==> src/rtl/mem_rr_arbiter.sv <==
// Round-robin arbiter sharing one memory port among NUM_REQ masters, with an
// in-order return FIFO that routes responses back. Optional counters: MEM_ARB_STATS_EN.
module mem_rr_arbiter #(
    parameter int NUM_REQ         = 2,
    parameter int ADDR_WIDTH      = 32,
    parameter int DATA_WIDTH      = 32,
    parameter int MAX_OUTSTANDING = 4
) (
    input  logic                             clk_i,
    input  logic                             rst_ni,
    input  logic [NUM_REQ-1:0]               s_mem_req,
    output logic [NUM_REQ-1:0]               s_mem_gnt,
    input  logic [NUM_REQ*ADDR_WIDTH-1:0]    s_mem_addr,
    input  logic [NUM_REQ*DATA_WIDTH-1:0]    s_mem_wdata,
    input  logic [NUM_REQ*DATA_WIDTH/8-1:0]  s_mem_be,
    input  logic [NUM_REQ-1:0]               s_mem_we,
    output logic [NUM_REQ-1:0]               s_mem_rvalid,
    output logic [NUM_REQ*DATA_WIDTH-1:0]    s_mem_rdata,
    output logic                             m_mem_req,
    input  logic                             m_mem_gnt,
    output logic [ADDR_WIDTH-1:0]            m_mem_addr,
    output logic [DATA_WIDTH-1:0]            m_mem_wdata,
    output logic [DATA_WIDTH/8-1:0]          m_mem_be,
    output logic                             m_mem_we,
    input  logic                             m_mem_rvalid,
    input  logic [DATA_WIDTH-1:0]            m_mem_rdata,
    output logic                             err_o
`ifdef MEM_ARB_STATS_EN
    ,
    output logic [NUM_REQ*32-1:0]            grant_cnt_o,
    output logic [31:0]                      full_stall_cnt_o
`endif
);

    localparam int BE_WIDTH = DATA_WIDTH / 8;
    localparam int IDX_W    = $clog2(NUM_REQ);
    localparam int PTR_W    = $clog2(MAX_OUTSTANDING);
    localparam int CNT_W    = PTR_W + 1;
    localparam logic [IDX_W:0]   NUM_REQ_E  = (IDX_W+1)'(NUM_REQ);
    localparam logic [IDX_W-1:0] LAST_IDX   = IDX_W'(NUM_REQ - 1);
    localparam logic [CNT_W-1:0] FIFO_DEPTH = CNT_W'(MAX_OUTSTANDING);

    genvar gi;

    logic [IDX_W-1:0]   rr_ptr_q, rr_ptr_d;
    logic [IDX_W-1:0]   lock_idx_q, lock_idx_d;
    logic               lock_q, lock_d;
    logic               err_q, err_d;
    logic [PTR_W-1:0]   wr_ptr_q, wr_ptr_d, rd_ptr_q, rd_ptr_d;
    logic [CNT_W-1:0]   count_q, count_d;
    logic [IDX_W-1:0]   fifo_mem [MAX_OUTSTANDING];

    logic [2*NUM_REQ-1:0] req_rot;
    logic [IDX_W-1:0]   rr_off, rr_sel, sel, fifo_head;
    logic [IDX_W:0]     rr_sum;
    logic               fifo_full, fifo_empty, handshake, push, pop;

    // Rotate the request vector so rr_ptr lands at bit 0, then take the lowest set bit.
    always_comb begin
        req_rot = {s_mem_req, s_mem_req} >> rr_ptr_q;
        rr_off  = '0;
        for (int i = NUM_REQ - 1; i >= 0; i--) begin
            if (req_rot[i]) rr_off = IDX_W'(i);
        end
        rr_sum = {1'b0, rr_ptr_q} + {1'b0, rr_off};
        if (rr_sum >= NUM_REQ_E) rr_sum = rr_sum - NUM_REQ_E;
        rr_sel = rr_sum[IDX_W-1:0];
    end

    assign sel        = lock_q ? lock_idx_q : rr_sel;
    assign fifo_full  = (count_q == FIFO_DEPTH);
    assign fifo_empty = (count_q == '0);
    assign m_mem_req  = (|s_mem_req) & ~fifo_full;
    assign handshake  = m_mem_req & m_mem_gnt;
    assign push       = handshake;
    assign pop        = m_mem_rvalid & ~fifo_empty;
    assign fifo_head  = fifo_mem[rd_ptr_q];

    assign m_mem_addr  = s_mem_addr[sel*ADDR_WIDTH +: ADDR_WIDTH];
    assign m_mem_wdata = s_mem_wdata[sel*DATA_WIDTH +: DATA_WIDTH];
    assign m_mem_be    = s_mem_be[sel*BE_WIDTH +: BE_WIDTH];
    assign m_mem_we    = s_mem_we[sel];
    assign err_o       = err_q;

    for (gi = 0; gi < NUM_REQ; gi++) begin : g_port
        assign s_mem_gnt[gi]    = handshake & (sel == IDX_W'(gi));
        assign s_mem_rvalid[gi] = pop & (fifo_head == IDX_W'(gi));
        assign s_mem_rdata[gi*DATA_WIDTH +: DATA_WIDTH] = m_mem_rdata;
    end

    always_comb begin
        rr_ptr_d   = rr_ptr_q;
        lock_d     = lock_q;
        lock_idx_d = lock_idx_q;
        if (handshake) begin
            rr_ptr_d = (sel == LAST_IDX) ? '0 : sel + IDX_W'(1);
            lock_d   = 1'b0;
        end else if (m_mem_req) begin
            // Memory stalled: freeze the selection so the payload cannot change under it.
            lock_d     = 1'b1;
            lock_idx_d = sel;
        end
        wr_ptr_d = wr_ptr_q + PTR_W'(push);
        rd_ptr_d = rd_ptr_q + PTR_W'(pop);
        count_d  = count_q + CNT_W'(push) - CNT_W'(pop);
        err_d    = err_q | (m_mem_rvalid & fifo_empty);
    end

    always_ff @(posedge clk_i or negedge rst_ni) begin
        if (!rst_ni) begin
            rr_ptr_q   <= '0;
            lock_q     <= 1'b0;
            lock_idx_q <= '0;
            wr_ptr_q   <= '0;
            rd_ptr_q   <= '0;
            count_q    <= '0;
            err_q      <= 1'b0;
        end else begin
            rr_ptr_q   <= rr_ptr_d;
            lock_q     <= lock_d;
            lock_idx_q <= lock_idx_d;
            wr_ptr_q   <= wr_ptr_d;
            rd_ptr_q   <= rd_ptr_d;
            count_q    <= count_d;
            err_q      <= err_d;
        end
    end

    always_ff @(posedge clk_i) begin
        if (push) fifo_mem[wr_ptr_q] <= sel;
    end

`ifdef MEM_ARB_STATS_EN
    logic [31:0] full_stall_cnt_q, full_stall_cnt_d;

    for (gi = 0; gi < NUM_REQ; gi++) begin : g_grant_cnt
        logic [31:0] grant_cnt_q, grant_cnt_d;

        always_comb grant_cnt_d = grant_cnt_q + 32'(s_mem_gnt[gi]);

        always_ff @(posedge clk_i or negedge rst_ni) begin
            if (!rst_ni) grant_cnt_q <= '0;
            else         grant_cnt_q <= grant_cnt_d;
        end

        assign grant_cnt_o[gi*32 +: 32] = grant_cnt_q;
    end

    always_comb full_stall_cnt_d = full_stall_cnt_q + 32'((|s_mem_req) & fifo_full);

    always_ff @(posedge clk_i or negedge rst_ni) begin
        if (!rst_ni) full_stall_cnt_q <= '0;
        else         full_stall_cnt_q <= full_stall_cnt_d;
    end

    assign full_stall_cnt_o = full_stall_cnt_q;
`else
    // Statistics counters are not built in this configuration.
`endif

endmodule

==> config.mk <==
export PLATFORM = sky130hd
export DESIGN_NAME = mem_rr_arbiter
export DESIGN_NICKNAME = d
export VERILOG_FILES = /design/src/rtl/mem_rr_arbiter.sv
export SDC_FILE = /design/constraint.sdc
export NUM_CORES = 1
export LEC_CHECK = 0
export BUFFER_PORTS_ARGS = -buffer_cell sky130_fd_sc_hd__clkbuf_2
export CAP_MARGIN = 5
export CORE_AREA = 8 8 115 117
export CTS_BUF_LIST = sky130_fd_sc_hd__clkbuf_8
export DETAILED_ROUTE_END_ITERATION = 10
export DIE_AREA = 0 0 123 125
export SETUP_SLACK_MARGIN = 0.05
export SLEW_MARGIN = 20
export SYNTH_ARGS = -nofsm -noshare
export SYNTH_HDL_FRONTEND = slang
export SYNTH_SLANG_ARGS = --single-unit
==> constraint.sdc <==
create_clock -name clk_i -period 2.2 [get_ports clk_i]
set_input_delay 0.11 -clock clk_i [delete_from_list [all_inputs] [get_ports clk_i]]
set_output_delay 0.11 -clock clk_i [all_outputs]
set_load 0.01 [all_outputs]
After elaboration in Yosys (flattened, before gate mapping)
Memory sizes are Yosys's and may differ from the RTL's.
Index checks and enable logic that the tools add are counted.

cells by class
  $add $sub $neg = 7
  magnitude comparators = 2
  equal/unequal tests = 1
  shifts and indexed selects = 4
  muxes and demuxes = 11
  bitwise gates (word level) = 14
  reduce and logical (&&, ||, !) cells = 4

operators by type and width
  operator                                                                      number
  64-bit by 7-bit indexed part select with 32-bit output                        2
  1-bit two-way mux                                                             11
  1-bit bitwise AND                                                             8
  8-bit by 4-bit indexed part select with 4-bit output                          1
  1-bit inverter                                                                5
  2-bit by 1-bit adder with 2-bit output                                        2
  4-bit by 1-bit >> shifter with 2-bit output                                   1
  3-bit by 1-bit adder with 3-bit output                                        1
  3-bit equality test, second input constant                                    1
  3-bit zero test                                                               1
  3-bit by 1-bit subtractor with 3-bit output                                   1
  1-bit by 1-bit adder with 2-bit output                                        1
  2-bit >= comparator, second input constant                                    1
  1-bit by 2-bit less-than comparator with 1-bit output, second input constant  1
  2-bit AND reduction                                                           1
  2-bit nonzero test                                                            1
  2-bit OR reduction                                                            1
  1-bit adder, second input constant                                            1
  1-bit bitwise OR                                                              1
  1-bit subtractor, second input constant                                       1

word-level totals
  bits in registers = 11
  RAM bits = 4
  bits of input ports = 176
  output and inout port bits = 139
  word-level logic and storage cells = 51
  memories kept = 1

memory list
  memory    words  width  read ports  clocked after Yosys merged registers in  wr ports  RTL line  RTL
  fifo_mem  4      1      1           0                                        1         51        logic [IDX_W-1:0] fifo_mem [MAX_OUTSTANDING];

Longest topological paths before layout
Gate-level depths: netlist of the first run.

  word-level depth = 9
  depth in mapped cells = 8
  mapped depth without buffers = 8

Worst setup path before layout of the first run
No wires, ideal clock.

  kind = reg2reg
  start point = reg count_q[0]
  end point = reg count_q[2]
  library setup time = 0.123 ns
  arrival time = 1.948 ns
  required time = 2.077 ns
  slack = 0.129 ns
  cell stages (with the launch flop) = 9
  path buffers = 0
  clock period less this slack = 2.071 ns
  path through = dfrtp_1 nor2_1 a21oi_1 nand2_1 xnor2_1 ha_1 fa_1 xnor2_1 xnor2_1

on the way
  longest elaborated chain between the ends = 6
  elaborated cells on any way between the ends = 9
  classes of those cells = add/sub: 2; eq/ne: 1; bitwise: 5; reduce/logical: 1

RTL lines
  element                                      RTL line  RTL
  start, declared                              50        logic [CNT_W-1:0] count_q, count_d;
  start signal, assigned                       124       count_q <= count_d;
  3-bit equality test                          71        assign fifo_full = (count_q == FIFO_DEPTH);
  1-bit inverter                               73        assign m_mem_req = (|s_mem_req) & ~fifo_full;
  1-bit bitwise AND                            73
  net m_mem_req                                19        output logic m_mem_req,
  1-bit bitwise AND                            74        assign handshake = m_mem_req & m_mem_gnt;
  3-bit by 1-bit adder with 3-bit output       105       count_d = count_q + CNT_W'(push) - CNT_W'(pop);
  3-bit by 1-bit subtractor with 3-bit output  105
  net count_d[2]                               50

The timed path passes the listed nets, and every way through them passes these cells.
A chain may end at the register's enable or synchronous reset.

Final worst setup path of the first run
  start point = reg count_q[0]
  end point = reg count_q[2]

on the way
  longest elaborated chain between the ends = 6
  elaborated cells on any way between the ends = 9
  classes of those cells = add/sub: 2; eq/ne: 1; bitwise: 5; reduce/logical: 1

RTL lines
  element                                        RTL line
  3-bit equality test                            71
  1-bit inverter                                 73
  1-bit bitwise AND                              73
  1-bit bitwise AND                              74
  3-bit by 1-bit adder with 3-bit output         105
  3-bit by 1-bit subtractor with 3-bit output *  105
  net count_d[2]                                 50

Mark *: on every way through the listed nets, which the timed path passes. The rest lies on a longest branch.

==> results of run 1 <==
==> timing repair <==
action,CTS,global route
hold buffers,1,0
endpoints found under the hold margin,11,0
setup buffers,0,0
resized for setup,0,0
==> power by group through the flow <==
stage	Combinational (mW)	Clock (mW)	Sequential, mW
6_report	2.61	0.227	0.510
5_1_grt	2.80	0.240	0.530
4_1_cts	2.67	0.235	0.512
3_5_place_dp	2.66	0	0.518
3_3_place_gp	2.61	0	0.509
2_1_floorplan	2.17	0	0.499
==> layer usage <==
metal	GRT usage [%]	part of all wire, %	vias up
li1	-	-	916
met1	9.40	36	867
met2	15.4	46	171
met3	5.40	18	7
met4	1.70	0.69	2
met5	0	0.15	-
==> worst max path at each step <==
stage	start	to	slack, ns	depth (start not counted)
floorplan	count_q[0]	count_q[2]	0.13	8
finish	count_q[0]	count_q[2]	0.16	7
CTS	count_q[0]	count_q[2]	0.16	7
global route	count_q[1]	count_q[2]	0.07	8
global placement	count_q[0]	count_q[2]	0.31	7
detailed placement	count_q[0]	count_q[2]	0.18	7
==> critical path, cell delays in order, from the launching register on <==
cell and delay, ns:
dfrtp_1 0.40, nor3_1 0.33, nor2b_1 0.17, xnor2_1 0.16
ha_1 0.20, fa_1 0.39, xnor2_1 0.18, xnor2_1 0.14
==> per-stage QoR <==
stage | cells | power (mW) | hold WS [ns]
floorplan | 197 | 2.67 | -0.186
global placement | 493 | 3.12 | -0.00465
detailed placement | 493 | 3.18 | -0.00392
CTS | 498 | 3.42 | 0.0924
global route | 498 | 3.57 | 0.0978
finish | 498 | 3.34 | 0.0981
==> kinds of logic after synthesis <==
kind of cell	synth area share, %
muxes	46.0
xor gates and xnor gates	2.25
and+or+nand+nor	4.33
adders and majority gates	1.92
buffers and inverters	27.4
AOI/OAI and AO/OA	1.12
DFF	16.9
==> cells in the final DEF (no fill, tap or decap), types with 2 or more instances in the layout <==
cell type	Yosys	final
a21oi_1	2	2
buf_12	6	2
clkbuf_2	0	218
clkbuf_8	0	3
dfrtp_1	11	11
edfxtp_1	4	4
ha_1	2	2
inv_1	2	2
inv_2	2	2
mux2_2	2	2
mux2_4	68	68
nand2_1	4	4
nor2_1	8	8
nor2b_1	2	2
nor3_1	2	2
nor3b_1	2	2
xnor2_1	5	5
==> state kept, by name (all words and copies together) (netlist names) <==
name        count
fifo_mem        4
lock_q          1
count_q         3
err_o           1
rd_ptr_q        2
wr_ptr_q        2
rr_ptr_q        1
lock_idx_q      1
==> area by class of cell <==
| class | count | area (um2) | share of cell area (%) |
|---|---|---|---|
| Clock buffer | 3 | 41.3 | 1.33 |
| Clock inverter | 1 | 5.00 | 0.162 |
| Inverter | 4 | 15.0 | 0.485 |
| Multi-Input combinational cell | 106 | 1300 | 42.2 |
| Sequential cell | 15 | 395 | 12.8 |
| Tap cell | 147 | 184 | 5.95 |
| Timing Repair Buffer | 222 | 1150 | 37.1 |
==> out/metrics.cfg, run 1 <==
[status]
status = complete, no violations

[logic_synthesis]
synthArstFlopShare_pct = 73.3
yosys-top-cells-area = mux2_4 44%, buf_4 21%, dfrtp_1 12%
ys_seq_area_share_pct = 16.9
ys.flop_type = dfrtp_1
synth-edff-count = 4
synthCells = 197
yosys_warnings = 0
synth_fp_nets = 376
yosys.cell_types.count = 27
synth_top_cell_area_share_pct = 43.6
postSynthAreaPerCell_um2 = 11.9
synth.most_common_cell = mux2_4
synth_area_leader_cell = mux2_4
netlist_area_um2 = 2340
yosys_register_bits = 15
synth_common_cells = 68 x mux2_4, 64 x buf_4, 11 x dfrtp_1

[pwr]
switchingPower_mw = 1.36
intPower_mw = 1.98
p_seq_share_pct = 15.3
power.leakage_nw = 1.84
switching_share_pct = 40.7
peakVddDrop_v = 0.00106
p_clk_share_pct = 6.8
combPwrFrac_pct = 78.0
powerDensity_nw_per_um2 = 1080

[timing]
hold_viol_final = 0
setup_viol = 0
fin_crit_sh_pct = 92.8
post-route-min-period_ns = 2.04
setup_ws_ns = 0.158
fmax_mhz = 490
tns_ns = 0
rsz0062_at_grt = no
clock_skew_ns = 0.000516
slew_violations = 0
relSlewSlack_pct = 76.4
tightest_slew_ns = 0.354

[global_route]
antenna_found_initial = 1
overflow = 0
track_usage_pct = 9.05
grt_pass1_wl_mm = 11.3
grt_max_degree = 46
grt_pass1_vias = 2157

[critical_path]
path_class = reg2reg
critPathCaptureType = flip-flop
cp-start-kind = flip-flop
crit_fanout = 4
crit_required_ns = 2.38
rr_worst_depth = 7
critPathArrivalTime_ns = 2.22
r2r-start = count_q[0]
r2r_end = count_q[2]
worst-r2r-setup-slack_ns = 0.16

[cts]
cts_sinks = 15
numCtsBuffers = 3
cts_root_buf = clkbuf_8
clk_latency_ns = 0.25
cts_tree = built
clk_pin_slew_ns = 0.06
ctsHtreeMaxLevel = 1
cts_max_path_buffers = 2

[flow_run]
maxCapViolCount = 0

[floorplan]
start_util_pct = 20.2
dieWidth_um = 123
ios = 315
die_h_um = 125
coreArea_um2 = 11600
rows = 40
dieArea_um2 = 15400

[finish]
drive_gt1_share_pct = 85.2
area_growth_pct = 32.2
n_fill_cell = 1245
antenna_cells = 0
num-nets-final = 531
fin_util_pct = 26.6
final_area_um2 = 3090

[routing]
drt_iter0_markers = 24
vias = 1963
wl_per_cell_um = 16.0
firstDrtPassIters = 3
wl_mm = 7.97
final_antenna_net_count = 0
remaining_drc_errors = 0
vias_per_cell = 3.94

[place]
port_buffers = 218
post-dp-hpwl_mm = 7.15
gp_congestion = 0.793
placed_area_um2 = 3040
dpl_worst_slack_ns = 0.180

[min_path]
hold_path_class = in2reg
hold_end = err_o
hold_path_depth = 2
min_from = m_mem_rvalid

No activity file was read; power rests on OpenSTA's default activity.
==> run 2, diff against run 1 <==
- CORE_AREA: 8 8 115 117 -> 2 2 122 124
- DIE_AREA: 0 0 123 125 -> 0 0 124 126
==> run 2 against run 1 <==
  * Power decreased by 0.73%
  * Critical path depth unchanged
  * Sequential cell count unchanged
  * Worst setup slack gained 0.033 ns
==> out/metrics.cfg, run 2 (synthesized netlist as in run 1, its figures left out) <==
[status]
status = complete, no violations

[place]
port_buffers = 218  ; unchanged
gp_congestion = 0.722  ; -8.9%
post-dp-hpwl_mm = 6.13  ; -14%

[cts]
cts_setup_buffers = 0  ; unchanged
cts_max_path_buffers = 2  ; unchanged
clk_pin_slew_ns = 0.06  ; about the same
clk_latency_ns = 0.24  ; about the same
cts_hold_buffers = 1  ; unchanged
cts_root_buf = clkbuf_8
numCtsBuffers = 3  ; unchanged
ctsHtreeMaxLevel = 1  ; unchanged
cts_resized = 0  ; unchanged
cts_sinks = 15  ; unchanged
cts_tree = built

[floorplan]
die_h_um = 126  ; +0.80%
start_util_pct = 16.3  ; -3.8 points
dieWidth_um = 124  ; +0.81%
ios = 315  ; unchanged
coreArea_um2 = 14300  ; +23%
dieArea_um2 = 15600  ; +1.6%
rows = 44  ; +10%

[finish]
area_growth_pct = 34.1
layout_common_cells = 218 x clkbuf_2, 68 x mux2_4, 11 x dfrtp_1, 8 x nor2_1, 5 x xnor2_1
final_common_cell = clkbuf_2
antenna_cells = 0  ; unchanged
drive_gt1_share_pct = 84.9  ; -0.28 points
largest_reg_flops = 4  ; unchanged
top_register = fifo_mem
num-nets-final = 531  ; unchanged
top_regs = fifo_mem x4, count_q x3

[timing]
tightest_slew_ns = 0.323  ; -0.0317 ns
holdWs_ns = 0.102  ; +0.00431 ns
tns_ns = 0  ; unchanged
post-route-min-period_ns = 2.01  ; -0.0335 ns
slew_violations = 0  ; unchanged
hold_viol_final = 0  ; unchanged
setup_viol = 0  ; unchanged
fmax_mhz = 498  ; +1.7%
clock_skew_ns = 0.00293  ; +0.00241 ns
fin_crit_sh_pct = 91.3  ; -1.5 points
rsz0062_at_grt = no
relSlewSlack_pct = 78.3  ; +1.9 points

[global_route]
grt_pass1_vias = 1721  ; -20%
grt_pass1_wl_mm = 9.01  ; -21%
antenna_found_initial = 0  ; -1
overflow = 0  ; unchanged
grt_max_degree = 40  ; -13%
track_usage_pct = 7.49  ; -1.6 points

[min_path]
hold_end = err_o
hold_path_depth = 2  ; unchanged
hold_path_class = in2reg
min_from = m_mem_rvalid

[critical_path]
crit_required_ns = 2.36  ; -0.02 ns
worst-r2r-setup-slack_ns = 0.19  ; +0.03 ns
crit_fanout = 4  ; unchanged
path_class = reg2reg
cp_slowest_cell = dfrtp_1
crit_path_frequent_cell = xnor2_1
r2r-start = count_q[0]
cp-start-kind = flip-flop
rr_worst_depth = 7  ; unchanged
critPathArrivalTime_ns = 2.17  ; -0.05 ns
critPathCaptureType = flip-flop
crit_chain = nor3_1, nor2b_1, xnor2_1, ha_1, fa_1, xnor2_1, xnor2_1
critPathMaxStageDelay_ns = 0.39  ; about the same
r2r_end = count_q[2]

[pwr]
peakVddDrop_v = 0.000371  ; -65%
powerDensity_nw_per_um2 = 1060  ; -2.2%
power.leakage_nw = 1.84  ; about the same

[routing]
wl_mm = 6.92  ; -13%
drt_iter0_markers = 34  ; +42%
firstDrtPassIters = 2  ; -1
vias = 1949  ; -0.71%
remaining_drc_errors = 0  ; unchanged
wl_per_cell_um = 12.9  ; -19%
vias_per_cell = 3.64  ; -7.6%
final_antenna_net_count = 0  ; unchanged

[flow_run]
maxCapViolCount = 0  ; unchanged

[run 2: cell types whose count changed in the layout (fill, tap and decap cells not counted), sizes merged]
cell,delta
clkinv,-1
inv,+1
[run 2: per-stage QoR]
| step | setup WS (ns) | util, % | std cells | cell area [um2] | total power, mW |
|---|---|---|---|---|---|
| after floorplan | 0.129 | - | 197 | 2340 | 2.67 |
| after global placement | 0.265 | 21.5 | 530 | 3080 | 3.14 |
| after detailed placement | 0.200 | 21.5 | 530 | 3080 | 3.15 |
| after CTS | 0.179 | 21.9 | 535 | 3140 | 3.37 |
| after global routing | 0.0511 | 21.9 | 535 | 3140 | 3.57 |
| final | 0.192 | 21.9 | 535 | 3140 | 3.32 |
[run 2: where the power goes]
group          leakage [nW]  internal [mW]  switching, mW
Combinational          1.65           1.43           1.17
Clock                0.0269          0.123         0.0860
Sequential            0.163          0.422         0.0869
Total                  1.84           1.98           1.34
[run 2: critical path, delay by kind of cell (launching register included)]
kind,cells,cell delay (ns)
xor+xnor,3,0.48
fa+ha+maj,2,0.58
flops,1,0.39
simple gates,2,0.48
[run 2: layout make-up]
| cell class | instances | area (um2) |
|---|---|---|
| clock inverter | 1 | 3.75 |
| timing repair buffer | 222 | 1150 |
| tap | 184 | 230 |
| clock buffer | 3 | 41.3 |
| inverter | 4 | 15.0 |
| sequential | 15 | 395 |
| fill | 1576 | 11200 |
| multi-input combinational | 106 | 1300 |
[run 2: metal layers]
layer | wire length [um] | global-route usage, % | vias up | share of wire [%]
met1 | 2680 | 8.85 | 845 | 39
met5 | 0 | 1.32 | - | 0
li1 | - | - | 917 | -
met3 | 1130 | 3.71 | 8 | 16
met4 | 57 | 1.72 | 0 | 0.82
met2 | 3060 | 12.0 | 179 | 44
[run 2: how the worst max path moves through the flow]
stage | to | slack [ns] | start | cells after the start
floorplan | count_q[2] | 0.13 | count_q[0] | 8
global placement | count_q[2] | 0.26 | count_q[0] | 7
detailed placement | count_q[2] | 0.20 | count_q[0] | 7
CTS | count_q[2] | 0.18 | count_q[0] | 7
global route | count_q[2] | 0.05 | count_q[0] | 7
finish | count_q[2] | 0.19 | count_q[0] | 7
==> run 3, diff against run 2 <==
- GPL_TIMING_DRIVEN: unset -> 0
- REMOVE_ABC_BUFFERS: unset -> 1
==> run 3 against run 2 <==
  * Clock power is 3% higher
  * Critical path type unchanged
  * Combinational power grew 5%
  * Register-to-register slack improved by 0.02 ns
==> out/metrics.cfg, run 3 (synthesized netlist as in run 1, its figures left out) <==
[finish]
fin_util_pct = 22.4  ; +0.46 points
fin_cells = 538  ; +0.56%
area_growth_pct = 37.0
top_register = fifo_mem
top_regs = fifo_mem x4, count_q x3
largest_reg_flops = 4  ; unchanged
n_fill_cell = 1596  ; +1.3%
drive_gt1_share_pct = 85.9  ; +0.98 points
num-nets-final = 534  ; +0.56%
layout_common_cells = 218 x clkbuf_2, 68 x mux2_4, 11 x dfrtp_1, 8 x nor2_1, 5 x xnor2_1
antenna_cells = 0  ; unchanged
final_common_cell = clkbuf_2

[cts]
cts_max_path_buffers = 2  ; unchanged
clk_pin_slew_ns = 0.06  ; about the same
cts_root_buf = clkbuf_8
cts_tree = built
ctsHtreeMaxLevel = 1  ; unchanged
numCtsBuffers = 3  ; unchanged
clk_latency_ns = 0.25  ; about the same
cts_sinks = 15  ; unchanged

[floorplan]
ios = 315  ; unchanged
coreArea_um2 = 14300  ; unchanged
die_h_um = 126  ; unchanged
rows = 44  ; unchanged
dieWidth_um = 124  ; unchanged
dieArea_um2 = 15600  ; unchanged
start_util_pct = 16.3  ; unchanged

[routing]
firstDrtPassIters = 4  ; +2
vias_per_cell = 3.89  ; +6.8%
wl_per_cell_um = 17.3  ; +34%
vias = 2093  ; +7.4%
drt_iter0_markers = 57  ; +68%
remaining_drc_errors = 0  ; unchanged
final_antenna_net_count = 0  ; unchanged
wl_mm = 9.32  ; +35%

[timing]
hold_viol_final = 0  ; unchanged
clock_skew_ns = 0.00485  ; +0.00192 ns
fin_crit_sh_pct = 90.6  ; -0.69 points
rsz0062_at_grt = no
slew_violations = 0  ; unchanged
fmax_mhz = 502  ; +0.76%
relSlewSlack_pct = 79.1  ; +0.81 points
post-route-min-period_ns = 1.99  ; -0.0151 ns
setup_viol = 0  ; unchanged
tightest_slew_ns = 0.312  ; -0.0103 ns

[critical_path]
cp_slowest_cell = dfrtp_1
critPathArrivalTime_ns = 2.13  ; -0.04 ns
cp-start-kind = flip-flop
crit_path_frequent_cell = xnor2_1
critPathMaxStageDelay_ns = 0.40  ; about the same
critPathTopFamily = adder cells
critPathCaptureType = flip-flop
crit_required_ns = 2.34  ; -0.02 ns
crit_chain = nor2_1, a21oi_2, nand2_4, xnor2_1, ha_1, fa_1, xnor2_1, xnor2_1
path_class = reg2reg
crit_fanout = 8  ; +4
cp.buffers_inverters = 0  ; unchanged

[place]
gp_congestion = 0.719  ; -0.47%
post-dp-hpwl_mm = 8.13  ; +33%
port_buffers = 218  ; unchanged
dp.cells = 530  ; unchanged

[global_route]
grt_pass1_vias = 2126  ; +24%
overflow = 0  ; unchanged
grt_pass1_wl_mm = 12.8  ; +42%
antenna_found_initial = 0  ; unchanged
grt_max_degree = 24  ; -40%
track_usage_pct = 11.0  ; +3.6 points

[pwr]
peakVddDrop_v = 0.000624  ; +68%
powerDensity_nw_per_um2 = 1080  ; +1.9%
power.leakage_nw = 1.88  ; +1.9%

[min_path]
hold_path_class = in2reg

[status]
status = complete, no violations

[flow_run]
maxCapViolCount = 0  ; unchanged

==> run 3: through the flow <==
stage                     setup slack, ns  total power, mW  hold WS, ns  TNS [ns]  instance area [um2]
final                               0.207             3.45       0.0904         0                 3200
after global routing               0.0521             3.69       0.0872         0                 3200
after CTS                           0.144             3.49       0.0863         0                 3190
after detailed placement          -0.0269             3.19      0.00443   -0.0269                 3100
after global placement              -2.67             2.49     0.000834   -200.49                 3030
after floorplan                     -1.67             2.13       -0.186   -125.79                 1710
==> run 3: worst paths after layout <==
check / startpoint / slack [ns] / end / cells past startpoint
hold / removal: m_mem_rvalid / 0.09 / err_o / 2
setup / recovery: count_q[0] / 0.21 / count_q[2] / 8
hold reg to reg: err_o / 0.46 / err_o / 1
max in group asynchronous: rst_ni / 1.69 / wr_ptr_q[0] / 2
setup reg to reg: count_q[0] / 0.21 / count_q[2] / 8
min in group asynchronous: rst_ni / 0.28 / count_q[0] / 2
==> run 3: power by group <==
group          switching (mW)  internal (mW)  leakage (nW)
combinational            1.19           1.53          1.69
clock                  0.0930          0.123        0.0269
sequential             0.0955          0.422         0.163
total                    1.38           2.07          1.88
==> run 3: layout make-up <==
cell class,count,area (um2),area share (%)
Multi-Input combinational cell,106,1330,41.4
Timing Repair Buffer,225,1190,37.2
Sequential cell,15,395,12.3
Tap cell,184,230,7.18
Clock buffer,3,41.3,1.29
Inverter,4,15.0,0.469
Clock inverter,1,3.75,0.117
==> run 3: timing repair <==
item | 4_1_cts | 5_1_grt
setup endpoints to repair | 45 | 1
hold endpoints to repair | 11 | 0
buffers inserted | 3 | 0
pin swaps | 1 | 0
hold buffers | 1 | 0
resized for setup | 3 | 2
==> run 3: per-layer routing <==
layer	up-vias	wire (um)	track usage [%]
li1	919	-	-
met4	2	19	0.661
met2	199	4130	15.8
met5	-	54	6.91
met3	6	1580	8.51
met1	967	3540	13.2
